**src/rtl/banco_a_scan.sv**
```systemverilog
// Banco A register bank plus scan controller driving a 14:1 read multiplexer select.
// Latency: writes visible 1 cycle after the write edge; first scanned word 1 cycle after start.
// Backpressure: sel/valid hold while ready is low; writes are rejected (wr_err) while a scan runs.
module banco_a_scan #(
  parameter int WIDTH    = 16,
  parameter int LAST_SEL = 13
) (
  input  logic             clk,
  input  logic             rst,
  input  logic             wr_en,
  input  logic [3:0]       wr_addr,
  input  logic [WIDTH-1:0] wr_data,
  input  logic             start,
  input  logic             abort,
  input  logic             ready,
  output logic [WIDTH-1:0] reg0,
  output logic [WIDTH-1:0] reg1,
  output logic [WIDTH-1:0] reg2,
  output logic [WIDTH-1:0] reg3,
  output logic [WIDTH-1:0] reg4,
  output logic [WIDTH-1:0] reg5,
  output logic [WIDTH-1:0] reg6,
  output logic [WIDTH-1:0] reg7,
  output logic [WIDTH-1:0] reg8,
  output logic [WIDTH-1:0] reg9,
  output logic [WIDTH-1:0] reg10,
  output logic [WIDTH-1:0] reg11,
  output logic [WIDTH-1:0] reg12,
  output logic [WIDTH-1:0] reg13,
  output logic [3:0]       sel,
  output logic             valid,
  output logic             busy,
  output logic             done,
  output logic             wr_err
);

  // Out-of-range scan lengths fold to the last real register.
  localparam logic [3:0] LAST = (LAST_SEL > 13) ? 4'd13 :
                                (LAST_SEL < 0)  ? 4'd0  : 4'(LAST_SEL);

  typedef enum logic {IDLE, SCAN} state_t;

  state_t           state_q, state_d;
  logic [3:0]       sel_d;
  logic             done_d;
  logic             wr_ok, wr_bad;
  logic [WIDTH-1:0] bank [14];

  // A write only lands when the bank is not being scanned and the address exists.
  assign wr_ok  = wr_en && (wr_addr <= 4'd13) && (state_q == IDLE);
  assign wr_bad = wr_en && !wr_ok;

  // State, select and pulse registers.
  always_ff @(posedge clk) begin
    if (rst) begin
      state_q <= IDLE;
      sel     <= 4'd0;
      done    <= 1'b0;
      wr_err  <= 1'b0;
    end else begin
      state_q <= state_d;
      sel     <= sel_d;
      done    <= done_d;
      wr_err  <= wr_bad;
    end
  end

  // Next-state: start leaves IDLE; abort or the final handshake return to IDLE.
  always_comb begin
    state_d = state_q;
    case (state_q)
      IDLE:    if (start) state_d = SCAN;
      SCAN:    if (abort || (ready && (sel == LAST))) state_d = IDLE;
      default: state_d = IDLE;
    endcase
  end

  // Next select and done pulse; abort wins over a simultaneous handshake.
  always_comb begin
    sel_d  = sel;
    done_d = 1'b0;
    case (state_q)
      IDLE: sel_d = 4'd0;
      SCAN: begin
        if (abort) begin
          sel_d = 4'd0;
        end else if (ready) begin
          if (sel == LAST) begin
            sel_d  = 4'd0;
            done_d = 1'b1;
          end else begin
            sel_d = sel + 4'd1;
          end
        end
      end
      default: sel_d = 4'd0;
    endcase
  end

  // Register bank: cleared on reset, loaded by accepted writes.
  always_ff @(posedge clk) begin
    if (rst) begin
      for (int i = 0; i < 14; i++) bank[i] <= '0;
    end else if (wr_ok) begin
      bank[wr_addr] <= wr_data;
    end
  end

  // valid and busy are both decoded straight from the state flop.
  assign valid = (state_q == SCAN);
  assign busy  = (state_q == SCAN);

  assign reg0  = bank[0];
  assign reg1  = bank[1];
  assign reg2  = bank[2];
  assign reg3  = bank[3];
  assign reg4  = bank[4];
  assign reg5  = bank[5];
  assign reg6  = bank[6];
  assign reg7  = bank[7];
  assign reg8  = bank[8];
  assign reg9  = bank[9];
  assign reg10 = bank[10];
  assign reg11 = bank[11];
  assign reg12 = bank[12];
  assign reg13 = bank[13];

endmodule

```
**config.mk**
```make
export PLATFORM = sky130hd
export DESIGN_NAME = banco_a_scan
export DESIGN_NICKNAME = d
export VERILOG_FILES = /design/src/rtl/banco_a_scan.sv
export SDC_FILE = /design/constraint.sdc
export NUM_CORES = 1
export LEC_CHECK = 0
export ABC_AREA = 1
export CAP_MARGIN = 20
export CORE_UTILIZATION = 47
export CTS_CLUSTER_DIAMETER = 40
export DETAILED_ROUTE_END_ITERATION = 7
export MAX_ROUTING_LAYER = met4
export PLACE_DENSITY = 0.8
export SETUP_SLACK_MARGIN = 0.02
export SLEW_MARGIN = 40
export SYNTH_ARGS = -nofsm -noshare
export SYNTH_HDL_FRONTEND = slang
export SYNTH_SLANG_ARGS = --single-unit
```
**constraint.sdc**
```tcl
create_clock -name clk -period 2.4 [get_ports clk]
set_clock_uncertainty 0.05 [all_clocks]
set_input_delay 0.6 -clock clk [delete_from_list [all_inputs] [get_ports clk]]
set_output_delay 0.6 -clock clk [all_outputs]
set_load 0.01 [all_outputs]
```
== Word level (Yosys, flattened, before mapping) ==
Memory sizes are Yosys's and may differ from the RTL's.
Cells that the tools add are included.
Cells by class
  mux-type cells: 16
  reductions and logical operators: 8
  magnitude comparators: 1
  add/sub/neg operators: 1
  bitwise operators: 2
  equality and inequality tests: 2
Operators with widths (number)
  2-to-1 mux 16 bit: 1
  2-to-1 mux 4 bit: 4
  OR reduction 16 bit: 1
  2-to-1 mux 1 bit: 9
  case mux 4 bit (2 select lines): 1
  adder 4 x 1 -> 4 bit, second input constant: 1
  equality test 4 bit, second input constant: 1
  less-or-equal comparator 4 bit, second input constant: 1
  logical AND 1 bit: 4
  OR reduction 4 bit: 1
  != test 3 bit, second input constant: 1
  NOT 1 bit: 2
  case mux 1 bit (2 select lines): 1
  zero test 1 bit: 1
  logical OR 1 bit: 1
Storage, ports and cells
  RAM bits: 224
  word-level logic and storage cells: 35
  flip-flop bits (word level): 7
  memories kept: 1
Memories
  bank: depth 14, bits a word 16, rd ports 14, clocked after Yosys merged registers in 0, write ports 14, line 47  | logic [WIDTH-1:0] bank [14];

== Longest topological paths before layout ==
Gate-level depths: netlist (run 1).
  depth in word-level cells: 8
  gate-level depth with buffers: 7

== Worst setup path before layout (run 1) ==
Ideal clock, no wire load.
  path kind: input to register
  start point: in rst
  end point: mem bank[0][0], enable pin
  arrival time: 1.738 ns
  library setup time: 0.372 ns
  slack: 0.240 ns
  path buffers: 1
  stages on the path: 6
  cells stage by stage: inv_2 -> nand3_4 -> nor3_4 -> nand2_2 -> buf_6 -> nand2_1
RTL lines
  from (decl): line 9  | input logic rst,
  to (decl): line 47

== Worst setup path after layout (run 1) ==
  start point: reg sel[0]
  end point: out sel[0]
RTL lines
  from (decl): line 30  | output logic [3:0] sel,
  from (signal assigned): line 62  | sel <= sel_d;
No word-level cell between the ends.

==> key figures, run 1 <==
Setup path
  – CP max FO: 6
  – Worst r2r path cells: 6
  – Crit path cell chain: clkdlybuf4s50_1
  – CP Capture Type: output port
  – Top Family by Delay on Critical Path: buffers and inverters
  – WP data required: 1.75 ns
  – Crit path launch type: flop
  – Crit path kind: flop to output port
  – CP bufs+invs: 1
  – WP data arrival: 1.52 ns
  – Crit-path slowest cell: clkdlybuf4s50_1
  – Crit. path cell count: 1
  – Slowest stage delay, CP: 0.58 ns

Synth
  – Syn Area/Cell: roughly 14 sq um
  – Post-synth EDFFs: around 220
  – Synth cell count leaders: 232 x nor2_1, 224 x edfxtp_1, 30 x inv_1, 30 x nand2_1, 17 x clkbuf_1
  – Synth top area share: roughly four fifths
  – Most frequent cell after synthesis: nor2_1
  – Cell count after synthesis: 589
  – #FFs+latches synth: approximately 230
  – Synth cell types: 22
  – Syn_nets: 617
  – Total number of yosys warnings: 0
  – Synth area leader: edfxtp_1
  – Async S/R FF share, synth: 0%
  – Top cells by area, synth: edfxtp_1 80%, nor2_1 10%, dfxtp_1 1.7%
  – Netlist Area Pre-Place: 0.008414 sq mm
  – Most used DFF post-synth: edfxtp_1
  – Sequential share of the synthesized area: 81.61%

Route
  – Routed Antenna Nets: 0
  – 1st-iter DRT viols: roughly 450
  – WL/cell: 20.70 um
  – Residual DRC: 0
  – Drt pass-1 iters: 5
  – Vias: 5861
  – DR vias/cell: 5.123
  – Routed Wire Length: roughly 24 mm

STA
  – Period utilisation layout: 90.41%
  – Setup Viol. Count Final: 0
  – Pins Over Slew Limit: 0
  – Slew Limit Headroom: 78.71%
  – Setup TNS: 0 ns
  – Crit path time final: 2.170 ns
  – Worst-Margin Slew: about 0.32 ns
  – Fmax: approximately 460 MHz
  – RSZ-0062 raised after global routing: no
  – Hold Vio Cnt, Final: 0

Floorplanning
  – Initial Utilization: 48.31%
  – Die height: 135.8 um
  – Chip Width: ~140 um
  – Row cnt: 48
  – IO Pins: between 200 and 300
  – Core Footprint: 0.01742 sq mm
  – Die area: 0.01844 sq mm

Global route
  – GR Overflow Total: 0
  – Gr usage total: a little over a quarter
  – Vias in the first global route: 5489
  – M2 GR Usage: 43.00%
  – Met1 Resource Use GR: 32.24%
  – Global route hottest layer: met2
  – Global-route wire length before repair: 32.92 mm
  – Initial antenna violation count: 0
  – Met3 Use GR: 5.051%
  – Largest net degree at the start of global routing: 19

Pwr
  – Pwr/cell area: 753.9 mW/mm^2
  – Peak VDD IR: 0.5982 mV
  – P_leak: a little under 5 nW

Clock tree
  – Worst skew pair latency: 0.51 ns
  – CTS tree: done
  – CTS buffer count: 26
  – Clock Path Buffers: 3
  – Cts-stage hold buffer count: 0
  – Clk sink count: 231
  – Post-CTS Setup Bufs: 0
  – Worst-path clk slew: 0.05 ns
  – Root Buffer: clkbuf_16
  – H-tree depth: 1
  – Post-cts sizing count: 0

Place
  – GP Congestion: 0.8283
  – IO Port Bufs: 257
  – Placement Cell Area: 0.01165 sq mm
  – DP HPWL: around 16 mm

Min path
  – HP Class: flop to flop
  – Worst Hold Depth: 2

Final layout
  – Cell area after layout: about 0.013 sq mm
  – Filler instances: 1133
  – Area grow syn2layout: 49.25%
  – Fin nets: between 900 and 1000
  – Share of post-route cells with drive strength above 1: a little over an eighth

Status
  – Status: finished, final reports clean

Flow run
  – Max_cap viols: 0
[through the flow]
stage / std cells / total power [W] / utilization [%] / hold slack (ns) / worst slack, ns
floorplan: 589 / 0.004926 / - / 0.4666 / 0.2404
global placement: 1096 / 0.005452 / 66.92 / 0.4564 / 0.08854
detailed placement: 1096 / 0.005465 / 66.92 / 0.4681 / 0.02772
CTS: 1143 / 0.009491 / 72.09 / 0.4787 / 0.2122
global route: 1143 / 0.009688 / 72.09 / 0.4934 / 0.1830
finish: 1144 / 0.009468 / 72.10 / 0.4803 / 0.2303
[final cells by class]
type / instances / area [sq um] / area share (%)
well taps: 225 / 281.5 / 2.242
clock inverters: 15 / 186.4 / 1.485
diodes: 1 / 2.502 / 0.01993
clock buffers: 32 / 714.4 / 5.689
repair buffers: 314 / 3151 / 25.09
inverters: 31 / 116.4 / 0.9266
multi-input cells: 295 / 1240 / 9.873
flip-flops and latches: 231 / 6867 / 54.68
[cells in the final DEF (no fill, tap or decap), drive strengths merged]
cell / synthesis / routed
clkdlybuf4s50: 0 / 257
nor2: 233 / 233
edfxtp: 224 / 224
buf: 15 / 57
nand2: 42 / 42
inv: 31 / 38
clkbuf: 17 / 32
dfxtp: 7 / 7
nand3: 6 / 6
a21oi: 4 / 4
bufinv: 0 / 3
clkinv: 0 / 3
nor3: 3 / 3
nand4: 3 / 3
ha: 2 / 2
clkinvlp: 0 / 2
diode: 0 / 1
xnor2: 1 / 1
o21ai: 1 / 1
[path summary, 6_finish.rpt]
path / startpoint / end / slack (ns)
worst max-delay path: sel[0]$_SDFFE_PP0P_ / sel[0] / 0.23
worst min-delay path: sel[3]$_SDFFE_PP0P_ / sel[3]$_SDFFE_PP0P_ / 0.48
worst max register to register: busy$_SDFF_PP0_ / bank[2][12]$_SDFFCE_PN0P_ / 0.70
worst min register to register: sel[3]$_SDFFE_PP0P_ / sel[3]$_SDFFE_PP0P_ / 0.48
[metal layers]
layer / vias to the layer above / routed length (um)
met5: - / 0
met2: 369 / 11960
met4: 0 / 531
li1: 2603 / -
met1: 2839 / 8835
met3: 50 / 2353
[report_power, final]
part	switching [W]	leakage, nW	internal, W
clock	0.00161	0.440	0.00248
sequential	0.0000628	2.39	0.00456
combinational	0.000393	2.13	0.000367
[logic make-up (layout without fill, tap and decap cells)]
family	count (synthesis)	count (layout)	share of synthesized area [%]
compound gates	5	5	0.2974
flops	231	231	81.61
other cells	0	1	0
fa+ha+maj	2	2	0.2974
simple gates	287	287	14.04
xor+xnor	1	1	0.1041
buf+inv	63	392	3.658
[state kept, by name (all words and copies together) (netlist names)]
register  cells
bank        224
sel           4
busy          1
done          1
wr_err        1
Note: power is estimated with default switching activity, not from simulation.
==> run 2, diff against run 1 <==
- CAP_MARGIN: 20 -> not set
==> results of run 2 <==
Same layout as run 1: the final DEF is identical, and so are final timing and power.
==> run 3, diff against run 2 <==
--- a/config.mk
+++ b/config.mk
@@ -9,4 +9,5 @@
 export CORE_UTILIZATION = 47
 export CTS_CLUSTER_DIAMETER = 40
+export CTS_CLUSTER_SIZE = 30
 export DETAILED_ROUTE_END_ITERATION = 7
 export MAX_ROUTING_LAYER = met4
==> constraint.sdc (replaced) <==
create_clock -name clk -period 2.4 [get_ports clk]
set_clock_uncertainty 0.05 [all_clocks]
set_input_delay 0.24 -clock clk [delete_from_list [all_inputs] [get_ports clk]]
set_output_delay 0.24 -clock clk [all_outputs]
set_load 0.01 [all_outputs]
==> run 3 against run 2 <==
  * Combinational power shrank 6.4%
  * Total power shrank 0.24%
  * Sequential power barely moved
  * Die area stayed put
  * Maximum frequency up 18%
  * First-iteration DRC count grew 24%
  * Critical path depth did not move
  * Register-to-register slack about the same
  * Utilization is 1.2 points lower
  * Setup slack better by 0.33 ns
  * Wire length fell by 0.90%
==> key figures, run 3 (synthesized netlist as in run 1, its figures left out) <==
Flow run
  – Max_cap viols: 0

Place
  – GP Congestion: 0.8195
  – DP HPWL: 15.61 mm
  – Placed Cells: 1083
  – IO Port Bufs: 257

Clock tree
  – CTS tree: done
  – Worst skew pair latency: 0.52 ns
  – Cts-stage hold buffer count: 0
  – Worst-path clk slew: 0.07 ns
  – Post-cts sizing count: 0
  – Root Buffer: clkbuf_16
  – Clock Path Buffers: 3
  – Post-CTS Setup Bufs: 0
  – H-tree depth: 1
  – Clk sink count: roughly 230
  – CTS buffer count: 26

Floorplanning
  – Chip Width: 135.8 um
  – IO Pins: 258
  – Row cnt: 48
  – Die area: ~0.018 sq mm
  – Initial Utilization: 48.31%
  – Die height: 135.8 um
  – Core Footprint: 0.01742 sq mm

Pwr
  – P_leak: 4.860 nW
  – Peak VDD IR: about 0.52 mV
  – Pwr/cell area: approximately 770 mW/mm^2
  – Total power: about 0.0094 W

Setup path
  – WP data arrival: 1.55 ns
  – CP bufs+invs: 1
  – CP Capture Type: output port
  – CP max FO: 4
  – Crit path cell chain: clkdlybuf4s50_1
  – Crit path kind: flop to output port
  – Top Family by Delay on Critical Path: buffers and inverters
  – Slowest stage delay, CP: around 0.59 ns
  – Crit path launch type: flop
  – WP data required: 2.11 ns
  – Crit-path slowest cell: clkdlybuf4s50_1

Status
  – Status: finished, final reports clean

Route
  – Residual DRC: 0
  – Vias: 5768
  – WL/cell: 20.75 um
  – DR vias/cell: 5.100
  – Routed Antenna Nets: 0
  – Routed Wire Length: about 23 mm
  – 1st-iter DRT viols: 555
  – Drt pass-1 iters: 5

Final layout
  – Most frequent cells in the layout: 257 x clkdlybuf4s50_1, 232 x nor2_1, 224 x edfxtp_1
  – Filler instances: between 1000 and 1500
  – Core Util, Final: 70.89%
  – Share of post-route cells with drive strength above 1: 12.14%
  – Fin nets: 914
  – Top Registers: bank (224), sel (4)
  – Area grow syn2layout: 46.74%
  – Finished Layout Cells: 1131
  – # diodes: 0
  – Register Area: 0.006867 sq mm
  – Max reg flops: 224
  – Multi-input gate area: 0.001240 sq mm
  – Top reg by flops: bank
  – Most common cell after layout, fill and taps aside: clkdlybuf4s50_1

Global route
  – Gr usage total: 25.78%
  – GR Overflow Total: 0
  – Largest net degree at the start of global routing: 20
  – Global-route wire length before repair: ~33 mm
  – Vias in the first global route: 5403
  – Initial antenna violation count: 0

STA
  – Setup Viol. Count Final: 0
  – Fmax: 544.5 MHz
  – RSZ-0062 raised after global routing: no
  – Hold Vio Cnt, Final: 0
  – Slew Limit Headroom: 49.34%
  – Setup TNS: 0 ns
  – Period utilisation layout: 76.52%
  – Crit path time final: 1.836 ns
  – Worst-Margin Slew: 0.7591 ns
  – Pins Over Slew Limit: 0
  – Min Hold Slack: about 0.30 ns

Min path
  – HP Class: input port to flop
## run 3: changes by cell type in the layout (fill, tap and decap cells not counted), moves of 2 or more
cell / change
clkinvlp_4: -2
clkinv_8: +7
bufinv_16: -2
buf_12: -12
clkbuf_1: -2
clkbuf_8: -2
clkinv_2: -2
## run 3: final timing paths
check                              end           startpoint  cells after the start  slack (ns)
max                              valid      busy$_SDFF_PP0_                      1        0.56
min                sel[3]$_SDFFE_PP0P_                  rst                      2        0.30
max reg2reg  bank[5][13]$_SDFFCE_PN0P_      busy$_SDFF_PP0_                      6        0.71
min reg2reg        sel[3]$_SDFFE_PP0P_  sel[3]$_SDFFE_PP0P_                      2        0.48
## run 3: final cells by class
cell class	count	area share, %
Inverter	31	0.9424
Clock inverter	20	2.108
Tap cell	225	2.280
Timing Repair Buffer	301	23.51
Multi-Input combinational cell	295	10.04
Clock buffer	28	5.503
Sequential cell	231	55.61
## run 3: power breakdown
part / switching [W] / internal [W] / total [W]
sequential: 0.0000592 / 0.00456 / 0.00462
combinational: 0.000385 / 0.000327 / 0.000711
clock: 0.00181 / 0.00231 / 0.00412
total: 0.00225 / 0.00719 / 0.00945
## run 3: layer usage
metal / GRT usage [%] / part of all wire, % / vias to the layer above
met4: 7.241 / 2.1 / 0
met3: 5.462 / 10 / 37
li1: - / - / 2580
met1: 31.52 / 37 / 2781
met5: - / 0 / -
met2: 43.25 / 51 / 370
## run 3: per-stage QoR
stage	worst slack, ns	cell area [sq um]
2_1_floorplan	0.4843	8414
3_3_place_gp	0.3722	11410
3_5_place_dp	0.3557	11410
4_1_cts	0.5434	12350
5_1_grt	0.5064	12350
6_report	0.5636	12350
